$ cat config.mk
export PLATFORM = sky130hd
export DESIGN_NAME = id_stage_hs
export DESIGN_NICKNAME = d
export VERILOG_FILES = /design/src/rtl/id_stage_hs_pkg.sv /design/src/rtl/id_stage_hs_reg_file.sv /design/src/rtl/id_stage_hs.sv
export SDC_FILE = /design/constraint.sdc
export NUM_CORES = 2
export LEC_CHECK = 0
export BUFFER_PORTS_ARGS = -buffer_cell sky130_fd_sc_hd__buf_2
export CORE_ASPECT_RATIO = 1.4
export CORE_MARGIN = 4
export CORE_UTILIZATION = 51
export DETAILED_ROUTE_END_ITERATION = 16
export PLACE_DENSITY = 0.69
export RECOVER_POWER = 50
export SYNTH_ARGS = -nofsm -noshare
export SYNTH_HDL_FRONTEND = slang
export SYNTH_SLANG_ARGS = --single-unit
$ cat constraint.sdc
create_clock -name clk -period 3.3 [get_ports clk]
set_input_delay 0.66 -clock clk [delete_from_list [all_inputs] [get_ports clk]]
set_output_delay 0.66 -clock clk [all_outputs]
set_load 0.1 [all_outputs]
$ cat src/rtl/id_stage_hs_pkg.sv
// Shared decode definitions: RV32I/RV64I opcodes, ALU operation classes and the control bundle
// that the ID stage hands to the EX stage.
package id_stage_hs_pkg;

    localparam logic [6:0] OP_LOAD   = 7'b0000011;
    localparam logic [6:0] OP_STORE  = 7'b0100011;
    localparam logic [6:0] OP_OP     = 7'b0110011;
    localparam logic [6:0] OP_IMM    = 7'b0010011;
    localparam logic [6:0] OP_BRANCH = 7'b1100011;
    localparam logic [6:0] OP_LUI    = 7'b0110111;
    localparam logic [6:0] OP_AUIPC  = 7'b0010111;
    localparam logic [6:0] OP_JAL    = 7'b1101111;
    localparam logic [6:0] OP_JALR   = 7'b1100111;

    typedef enum logic [1:0] {
        ALU_ADD    = 2'b00,
        ALU_BRANCH = 2'b01,
        ALU_FUNC   = 2'b10,
        ALU_UPPER  = 2'b11
    } alu_op_e;

    typedef struct packed {
        logic    aluSrc;
        logic    memToReg;
        logic    regWrite;
        logic    memRead;
        logic    memWrite;
        logic    branch;
        logic    jump;
        alu_op_e aluOp;
    } ctrl_t;

    localparam ctrl_t CTRL_NOP = '0;

    function automatic logic usesRs1(input logic [6:0] opcode);
        logic used;
        case (opcode)
            OP_LOAD, OP_STORE, OP_OP, OP_IMM, OP_BRANCH, OP_JALR: used = 1'b1;
            default:                                               used = 1'b0;
        endcase
        return used;
    endfunction

    function automatic logic usesRs2(input logic [6:0] opcode);
        logic used;
        case (opcode)
            OP_STORE, OP_OP, OP_BRANCH: used = 1'b1;
            default:                    used = 1'b0;
        endcase
        return used;
    endfunction

    function automatic logic writesRd(input logic [6:0] opcode);
        logic used;
        case (opcode)
            OP_LOAD, OP_OP, OP_IMM, OP_LUI, OP_AUIPC, OP_JAL, OP_JALR: used = 1'b1;
            default:                                                   used = 1'b0;
        endcase
        return used;
    endfunction

endpackage

$ cat src/rtl/id_stage_hs_reg_file.sv
// Architectural register file: two combinational read ports, one write port from WB, x0 hard zero.
// Build option WB_BYPASS_EN makes a same-cycle write visible on the read ports (write-through).
module reg_file
    import id_stage_hs_pkg::*;
#(
    parameter int  XLEN     = 32,
    parameter int  NUM_REGS = 32,
    localparam int RA_W     = $clog2(NUM_REGS)
) (
    input  logic            clk,
    input  logic            reset,
    input  logic [RA_W-1:0] rs1_addr_i,
    input  logic [RA_W-1:0] rs2_addr_i,
    output logic [XLEN-1:0] rs1_data_o,
    output logic [XLEN-1:0] rs2_data_o,
    input  logic            wb_we_i,
    input  logic [RA_W-1:0] wb_rd_i,
    input  logic [XLEN-1:0] wb_data_i
);

    logic [XLEN-1:0] regs_q [NUM_REGS];
    logic            wbActive;

    assign wbActive = wb_we_i && (wb_rd_i != '0);

    // Entry 0 is never written, so it keeps reading back as zero.
    always_ff @(posedge clk or negedge reset) begin
        if (!reset) begin
            for (int i = 0; i < NUM_REGS; i++) begin
                regs_q[i] <= '0;
            end
        end else if (wbActive) begin
            regs_q[wb_rd_i] <= wb_data_i;
        end
    end

`ifdef WB_BYPASS_EN
    assign rs1_data_o = (wbActive && (wb_rd_i == rs1_addr_i)) ? wb_data_i : regs_q[rs1_addr_i];
    assign rs2_data_o = (wbActive && (wb_rd_i == rs2_addr_i)) ? wb_data_i : regs_q[rs2_addr_i];
`else
    assign rs1_data_o = regs_q[rs1_addr_i];
    assign rs2_data_o = regs_q[rs2_addr_i];
`endif

endmodule

$ cat src/rtl/id_stage_hs.sv
// Decode stage: RV32I/RV64I decode, immediate generation, register read and the ID/EX register
// with valid/ready handshake, flush and load-use stall. WB_BYPASS_EN selects a write-through regfile.
module id_stage_hs
    import id_stage_hs_pkg::*;
#(
    parameter int              XLEN     = 32,
    parameter int              NUM_REGS = 32,
    parameter logic [XLEN-1:0] RESET_PC = '0,
    localparam int             RA_W     = $clog2(NUM_REGS)
) (
    input  logic            clk,
    input  logic            reset,
    input  logic            valid_in,
    output logic            ready_out,
    input  logic [31:0]     instruction,
    input  logic [XLEN-1:0] pc_in,
    input  logic            flush,
    input  logic            ex_ready,
    input  logic            wb_we,
    input  logic [RA_W-1:0] wb_rd,
    input  logic [XLEN-1:0] wb_data,
    output logic            valid_out,
    output logic [XLEN-1:0] imm,
    output logic [XLEN-1:0] rs1_data,
    output logic [XLEN-1:0] rs2_data,
    output logic [RA_W-1:0] rs1,
    output logic [RA_W-1:0] rs2,
    output logic [RA_W-1:0] rd,
    output logic [2:0]      func3,
    output logic [6:0]      func7,
    output logic [XLEN-1:0] pc_out,
    output logic            alu_src,
    output logic            mem_to_reg,
    output logic            reg_write,
    output logic            mem_read,
    output logic            mem_write,
    output logic            branch,
    output logic            jump,
    output logic [1:0]      alu_op,
    output logic            illegal
);

    logic [6:0]        opcode;
    logic [4:0]        rs1Field;
    logic [4:0]        rs2Field;
    logic [4:0]        rdField;
    logic [RA_W-1:0]   rs1Dec;
    logic [RA_W-1:0]   rs2Dec;
    logic [RA_W-1:0]   rdDec;
    logic [XLEN-1:0]   rs1Read;
    logic [XLEN-1:0]   rs2Read;

    logic signed [31:0] immI;
    logic signed [31:0] immS;
    logic signed [31:0] immB;
    logic signed [31:0] immU;
    logic signed [31:0] immJ;
    logic signed [31:0] imm32;
    logic [XLEN-1:0]    immDec;
    ctrl_t              ctrlDec;
    logic               opLegal;
    logic               regLegal;
    logic               illegalDec;

    logic               loadUse;
    logic               advance;

    logic               valid_q,    valid_d;
    ctrl_t              ctrl_q,     ctrl_d;
    logic               illegal_q,  illegal_d;
    logic [XLEN-1:0]    imm_q,      imm_d;
    logic [XLEN-1:0]    rs1Data_q,  rs1Data_d;
    logic [XLEN-1:0]    rs2Data_q,  rs2Data_d;
    logic [RA_W-1:0]    rs1_q,      rs1_d;
    logic [RA_W-1:0]    rs2_q,      rs2_d;
    logic [RA_W-1:0]    rd_q,       rd_d;
    logic [2:0]         func3_q,    func3_d;
    logic [6:0]         func7_q,    func7_d;
    logic [XLEN-1:0]    pc_q,       pc_d;

    assign opcode   = instruction[6:0];
    assign rdField  = instruction[11:7];
    assign rs1Field = instruction[19:15];
    assign rs2Field = instruction[24:20];
    assign rs1Dec   = rs1Field[RA_W-1:0];
    assign rs2Dec   = rs2Field[RA_W-1:0];
    assign rdDec    = rdField[RA_W-1:0];

    assign immI = {{20{instruction[31]}}, instruction[31:20]};
    assign immS = {{20{instruction[31]}}, instruction[31:25], instruction[11:7]};
    assign immB = {{19{instruction[31]}}, instruction[31], instruction[7],
                   instruction[30:25], instruction[11:8], 1'b0};
    assign immU = {instruction[31:12], 12'b0};
    assign immJ = {{11{instruction[31]}}, instruction[31], instruction[19:12],
                   instruction[20], instruction[30:21], 1'b0};

    reg_file #(
        .XLEN     (XLEN),
        .NUM_REGS (NUM_REGS)
    ) u_regFile (
        .clk        (clk),
        .reset      (reset),
        .rs1_addr_i (rs1Dec),
        .rs2_addr_i (rs2Dec),
        .rs1_data_o (rs1Read),
        .rs2_data_o (rs2Read),
        .wb_we_i    (wb_we),
        .wb_rd_i    (wb_rd),
        .wb_data_i  (wb_data)
    );

    always_comb begin
        ctrlDec = CTRL_NOP;
        opLegal = 1'b1;
        imm32   = '0;
        case (opcode)
            OP_LOAD: begin
                ctrlDec.aluSrc   = 1'b1;
                ctrlDec.memToReg = 1'b1;
                ctrlDec.regWrite = 1'b1;
                ctrlDec.memRead  = 1'b1;
                ctrlDec.aluOp    = ALU_ADD;
                imm32            = immI;
            end
            OP_STORE: begin
                ctrlDec.aluSrc   = 1'b1;
                ctrlDec.memWrite = 1'b1;
                ctrlDec.aluOp    = ALU_ADD;
                imm32            = immS;
            end
            OP_OP: begin
                ctrlDec.regWrite = 1'b1;
                ctrlDec.aluOp    = ALU_FUNC;
            end
            OP_IMM: begin
                ctrlDec.aluSrc   = 1'b1;
                ctrlDec.regWrite = 1'b1;
                ctrlDec.aluOp    = ALU_FUNC;
                imm32            = immI;
            end
            OP_BRANCH: begin
                ctrlDec.branch   = 1'b1;
                ctrlDec.aluOp    = ALU_BRANCH;
                imm32            = immB;
            end
            OP_LUI, OP_AUIPC: begin
                ctrlDec.aluSrc   = 1'b1;
                ctrlDec.regWrite = 1'b1;
                ctrlDec.aluOp    = ALU_UPPER;
                imm32            = immU;
            end
            OP_JAL, OP_JALR: begin
                ctrlDec.aluSrc   = 1'b1;
                ctrlDec.regWrite = 1'b1;
                ctrlDec.jump     = 1'b1;
                ctrlDec.aluOp    = ALU_ADD;
                imm32            = (opcode == OP_JAL) ? immJ : immI;
            end
            default: opLegal = 1'b0;
        endcase

        // Only fields the format actually uses can make a reduced (RV32E) register set illegal.
        regLegal = !((usesRs1(opcode)  && (int'(rs1Field) >= NUM_REGS)) ||
                     (usesRs2(opcode)  && (int'(rs2Field) >= NUM_REGS)) ||
                     (writesRd(opcode) && (int'(rdField)  >= NUM_REGS)));
        illegalDec = !(opLegal && regLegal);
        if (illegalDec) begin
            ctrlDec = CTRL_NOP;
        end
        immDec = XLEN'(imm32);
    end

    assign loadUse = valid_q && ctrl_q.memRead && (rd_q != '0) && valid_in &&
                     ((rd_q == rs1Dec) || (usesRs2(opcode) && (rd_q == rs2Dec)));
    assign advance   = ex_ready || !valid_q;
    assign ready_out = advance && !loadUse;

    // Killing a slot clears valid and the seven control bits; alu_op and the data fields hold.
    always_comb begin
        valid_d   = valid_q;
        ctrl_d    = ctrl_q;
        illegal_d = illegal_q;
        imm_d     = imm_q;
        rs1Data_d = rs1Data_q;
        rs2Data_d = rs2Data_q;
        rs1_d     = rs1_q;
        rs2_d     = rs2_q;
        rd_d      = rd_q;
        func3_d   = func3_q;
        func7_d   = func7_q;
        pc_d      = pc_q;
        if (flush || (advance && (loadUse || !valid_in))) begin
            valid_d      = 1'b0;
            ctrl_d       = CTRL_NOP;
            ctrl_d.aluOp = ctrl_q.aluOp;
            illegal_d    = 1'b0;
        end else if (advance) begin
            valid_d   = 1'b1;
            ctrl_d    = ctrlDec;
            illegal_d = illegalDec;
            imm_d     = immDec;
            rs1Data_d = rs1Read;
            rs2Data_d = rs2Read;
            rs1_d     = rs1Dec;
            rs2_d     = rs2Dec;
            rd_d      = rdDec;
            func3_d   = instruction[14:12];
            func7_d   = instruction[31:25];
            pc_d      = pc_in;
        end
    end

    always_ff @(posedge clk or negedge reset) begin
        if (!reset) begin
            valid_q   <= 1'b0;
            ctrl_q    <= CTRL_NOP;
            illegal_q <= 1'b0;
            imm_q     <= '0;
            rs1Data_q <= '0;
            rs2Data_q <= '0;
            rs1_q     <= '0;
            rs2_q     <= '0;
            rd_q      <= '0;
            func3_q   <= '0;
            func7_q   <= '0;
            pc_q      <= RESET_PC;
        end else begin
            valid_q   <= valid_d;
            ctrl_q    <= ctrl_d;
            illegal_q <= illegal_d;
            imm_q     <= imm_d;
            rs1Data_q <= rs1Data_d;
            rs2Data_q <= rs2Data_d;
            rs1_q     <= rs1_d;
            rs2_q     <= rs2_d;
            rd_q      <= rd_d;
            func3_q   <= func3_d;
            func7_q   <= func7_d;
            pc_q      <= pc_d;
        end
    end

    assign valid_out  = valid_q;
    assign imm        = imm_q;
    assign rs1_data   = rs1Data_q;
    assign rs2_data   = rs2Data_q;
    assign rs1        = rs1_q;
    assign rs2        = rs2_q;
    assign rd         = rd_q;
    assign func3      = func3_q;
    assign func7      = func7_q;
    assign pc_out     = pc_q;
    assign alu_src    = ctrl_q.aluSrc;
    assign mem_to_reg = ctrl_q.memToReg;
    assign reg_write  = ctrl_q.regWrite;
    assign mem_read   = ctrl_q.memRead;
    assign mem_write  = ctrl_q.memWrite;
    assign branch     = ctrl_q.branch;
    assign jump       = ctrl_q.jump;
    assign alu_op     = ctrl_q.aluOp;
    assign illegal    = illegal_q;

endmodule
==> summary.md <==
| Metric | Value |
|---|---|
| Post-synthesis register bit count | `about 1200` |
| Most frequent cell after synthesis | `dfrtp_1` |
| Reg clk slew, reported paths | `about 0.070 ns` |
| Syn Inst Count | `roughly 4400` |
| Port bufs | `roughly 270` |
| Largest net degree at the start of global routing | `between 100 and 150` |
| Crit path max fanout | `5` |
| Cell Area, Synth | `60740 um2` |
| Synth top cells by count | `dfrtp_1, mux2_2, mux2i_1` |
| Worst Skew | `about 0.040 ns` |
| Row cnt | `roughly 150` |
| Fin. max-slew vios | `868` |
| DIE WIDTH | `around 300 um` |
| Startpoint types | `flip-flop` |
| Nature of the critical path endpoint | `primary output` |
| Filler cell count | `9371` |
| Tot Pwr | `43.14 mW` |
| Worst Max-Slew Pin Slew | `approximately 2.1 ns` |
| Inserted Clock Buffers | `~110` |
| Skew-Pair Late Insertion Delay | `about 0.76 ns` |
| Crit path cell chain | `or4_1 -> o2111ai_1 -> a21oi_1 -> nor2_2 -> buf_4` |
| Worst VDD drop | `between 0.4 and 0.5 mV` |
| DR pass1 iterations | `5` |
| Post-DP HPWL | `between 100000 and 150000 um` |
| RSZ-0062 raised after global routing | `false` |
| CTS Buffer Depth | `3` |
| Reg2reg start | `rd[2]` |
| Multi-input logic area | `roughly 29000 um2` |
| FMAX | `approximately 320 MHz` |
| Run status | `complete, but fails checks` |
| Largest Register | `u_regFile.regs_q` |
| CORE AREA | `~120000 um2` |
| Final Hold Violating Endpoints | `0` |
| # H-tree levels | `3` |
| Worst Hold Launch | `flush` |
| Crit path kind | `reg2out` |
| Slowest CP cell | `or4_1` |
| Antenna Nets Post-Route | `0` |
| Register area share after synthesis | `approximately half` |
| Max Cap Viol | `21` |
| Leakage | `~31 nW` |
| Residual DRC | `0` |
| Initial Util | `approximately half` |
| Post-synth top area share | `48.91%` |
| Ys async rst share | `100.0%` |
| First-pass GRT wire length | `294900 um` |
| Initial antenna violation count | `22` |
| Fin nets | `about 4600` |
| Layout cell share with drive strength beyond 1 | `roughly 45%` |
| Sink Count | `around 1200` |
| Power Dens Cells | `roughly 630 nW/um2` |
| Finish-stage setup viols | `0` |
| Post-synth EDFFs | `0` |
| Setup TNS | `0 ns` |
| Postcts setup bufs | `0` |
| Root Driver | `clkbuf_16` |
| CP top delay family | `simple AND/OR/NAND/NOR gates` |
| Main synth FF type | `dfrtp_1` |
| Tcrit/Tclk final | `approximately 96%` |
| Reg area | `29700 um2` |
| Max_slew headroom | `-38.13%` |
| Drt initial violations | `around 3800` |
| Critical Path RT | `approximately 2.6 ns` |
| GRT Util Overall | `a little under a third` |
| Fin crit period | `3.174 ns` |
| Area growth from synthesis to layout | `12.86%` |
| Vias in the first global route | `around 43000` |
| TritonCTS clock tree | `built` |
| CP peak stage delay | `roughly 0.53 ns` |
| GRT overflow | `0` |
| Die Ht | `between 400 and 500 um` |
| Syn nets | `approximately 4500` |
| Die area | `124800 um2` |
| Yosys warnings | `0` |
| Worst path buffer plus inverter count | `1` |
| Top cells by area, synth | `dfrtp_1, mux2_2, mux4_2` |
| Hold Path Class | `in2reg` |
| Post-synth top area cell | `dfrtp_1` |
| Number of flip-flops in the largest register | `between 1000 and 1500` |
| Crit path DAT | `~2.5 ns` |
| Top Ports | `roughly 270` |
| Unique masters post-synth | `47` |
| Avg Cell Area, Syn | `roughly 14 um2` |
| Final WL | `approximately 200000 um` |
| WL/cell | `32.34 um` |
| Gpl congestion | `~0.89` |
| Failing checks | `max-capacitance violations, max-slew violations` |
| Vias per cell | `approximately 6.7` |
| Worst setup path startpoint | `rd[2]` |
| Via count | `between 40000 and 50000` |
[logic make-up (layout without fill, tap and decap cells)]
| group | Yosys count | in the layout | share of synthesized area [%] |
|---|---|---|---|
| compound gates | 511 | 511 | 5.906 |
| xor+xnor | 10 | 10 | 0.1442 |
| buf+inv | 521 | 759 | 3.716 |
| flops | 1187 | 1187 | 48.91 |
| mux | 1863 | 1863 | 38.93 |
| other cells | 0 | 15 | 0 |
| simple gates | 296 | 296 | 2.398 |
[routing by layer]
layer,GRT usage (%),vias up,part of all wire (%)
li1,-,16930,-
met1,39.69,22190,37
met5,0,-,0.015
met4,18.02,4,6.7
met3,6.506,630,7.9
met2,52.34,2151,48
[repair_timing]
action | in CTS | in global routing
setup endpoints to repair | 1 | 0
gates resized for setup | 1 | 0
hold buffers | 1 | 0
hold endpoints to repair | 41 | 0
[stage by stage]
stage | instances | worst slack (ns) | utilization (%) | hold slack, ns | cell area, um2
2_1_floorplan | 4388 | 0.1485 | - | 0.3644 | 60740
3_3_place_gp | 6004 | 0.3506 | 55.18 | 0.3839 | 65120
3_5_place_dp | 6004 | 0.2830 | 55.18 | 0.3862 | 65120
4_1_cts | 6211 | 0.1009 | 58.47 | 0.08272 | 69000
5_1_grt | 6222 | 0.02770 | 58.08 | 0.1098 | 68530
6_report | 6226 | 0.1264 | 58.08 | 0.1174 | 68540
[layout make-up]
type                    instances  share of cell area, %
flip-flops and latches       1187                  43.33
multi-input cells            2680                  42.29
repair buffers                500                  5.478
clock buffers                 166                  4.784
well taps                    1585                  2.893
clock inverters                40                 0.8671
inverters                      53                 0.2939
diodes                         15                0.05476
[layout by cell type (no fill, tap or decap), types with 8 or more instances in the layout]
cell type	instances
a21oi_1	33
nand2_1	77
mux4_2	288
a22o_1	8
nor2_4	17
a2111oi_0	20
clkbuf_8	22
clkinv_2	19
o21ai_0	197
a221oi_1	212
buf_2	262
diode_2	15
dfrtp_1	1187
nand2_2	12
buf_12	61
a211oi_1	21
mux2i_1	462
nor2b_1	23
buf_4	125
clkbuf_1	50
clkbuf_2	25
inv_1	51
bufinv_16	12
nand3b_1	29
nand3_1	49
o221ai_1	12
nor2_1	48
mux2_1	25
mux2_2	1088
clkbuf_16	115
xor2_1	8
[report_power, final]
group / internal (mW) / total, mW / leakage [nW] / switching (mW)
combinational: 4.39 / 9.93 / 13.8 / 5.54
sequential: 17.3 / 19.5 / 15.2 / 2.21
clock: 7.83 / 13.7 / 1.90 / 5.90
total: 29.5 / 43.1 / 30.9 / 13.7
[path summary, 6_finish.rpt]
check | to | slack [ns] | depth (start not counted)
worst max-delay path | ready_out | 0.13 | 5
worst min-delay path | valid_out | 0.12 | 2
worst max register to register | rs2_data[0] | 0.56 | 7
worst min register to register | u_regFile.regs_q[997] | 0.40 | 0
max in group asynchronous | u_regFile.regs_q[624] | 0.51 | 3
min in group asynchronous | pc_out[4] | 0.44 | 2
Power figures use the tool's default switching activity.
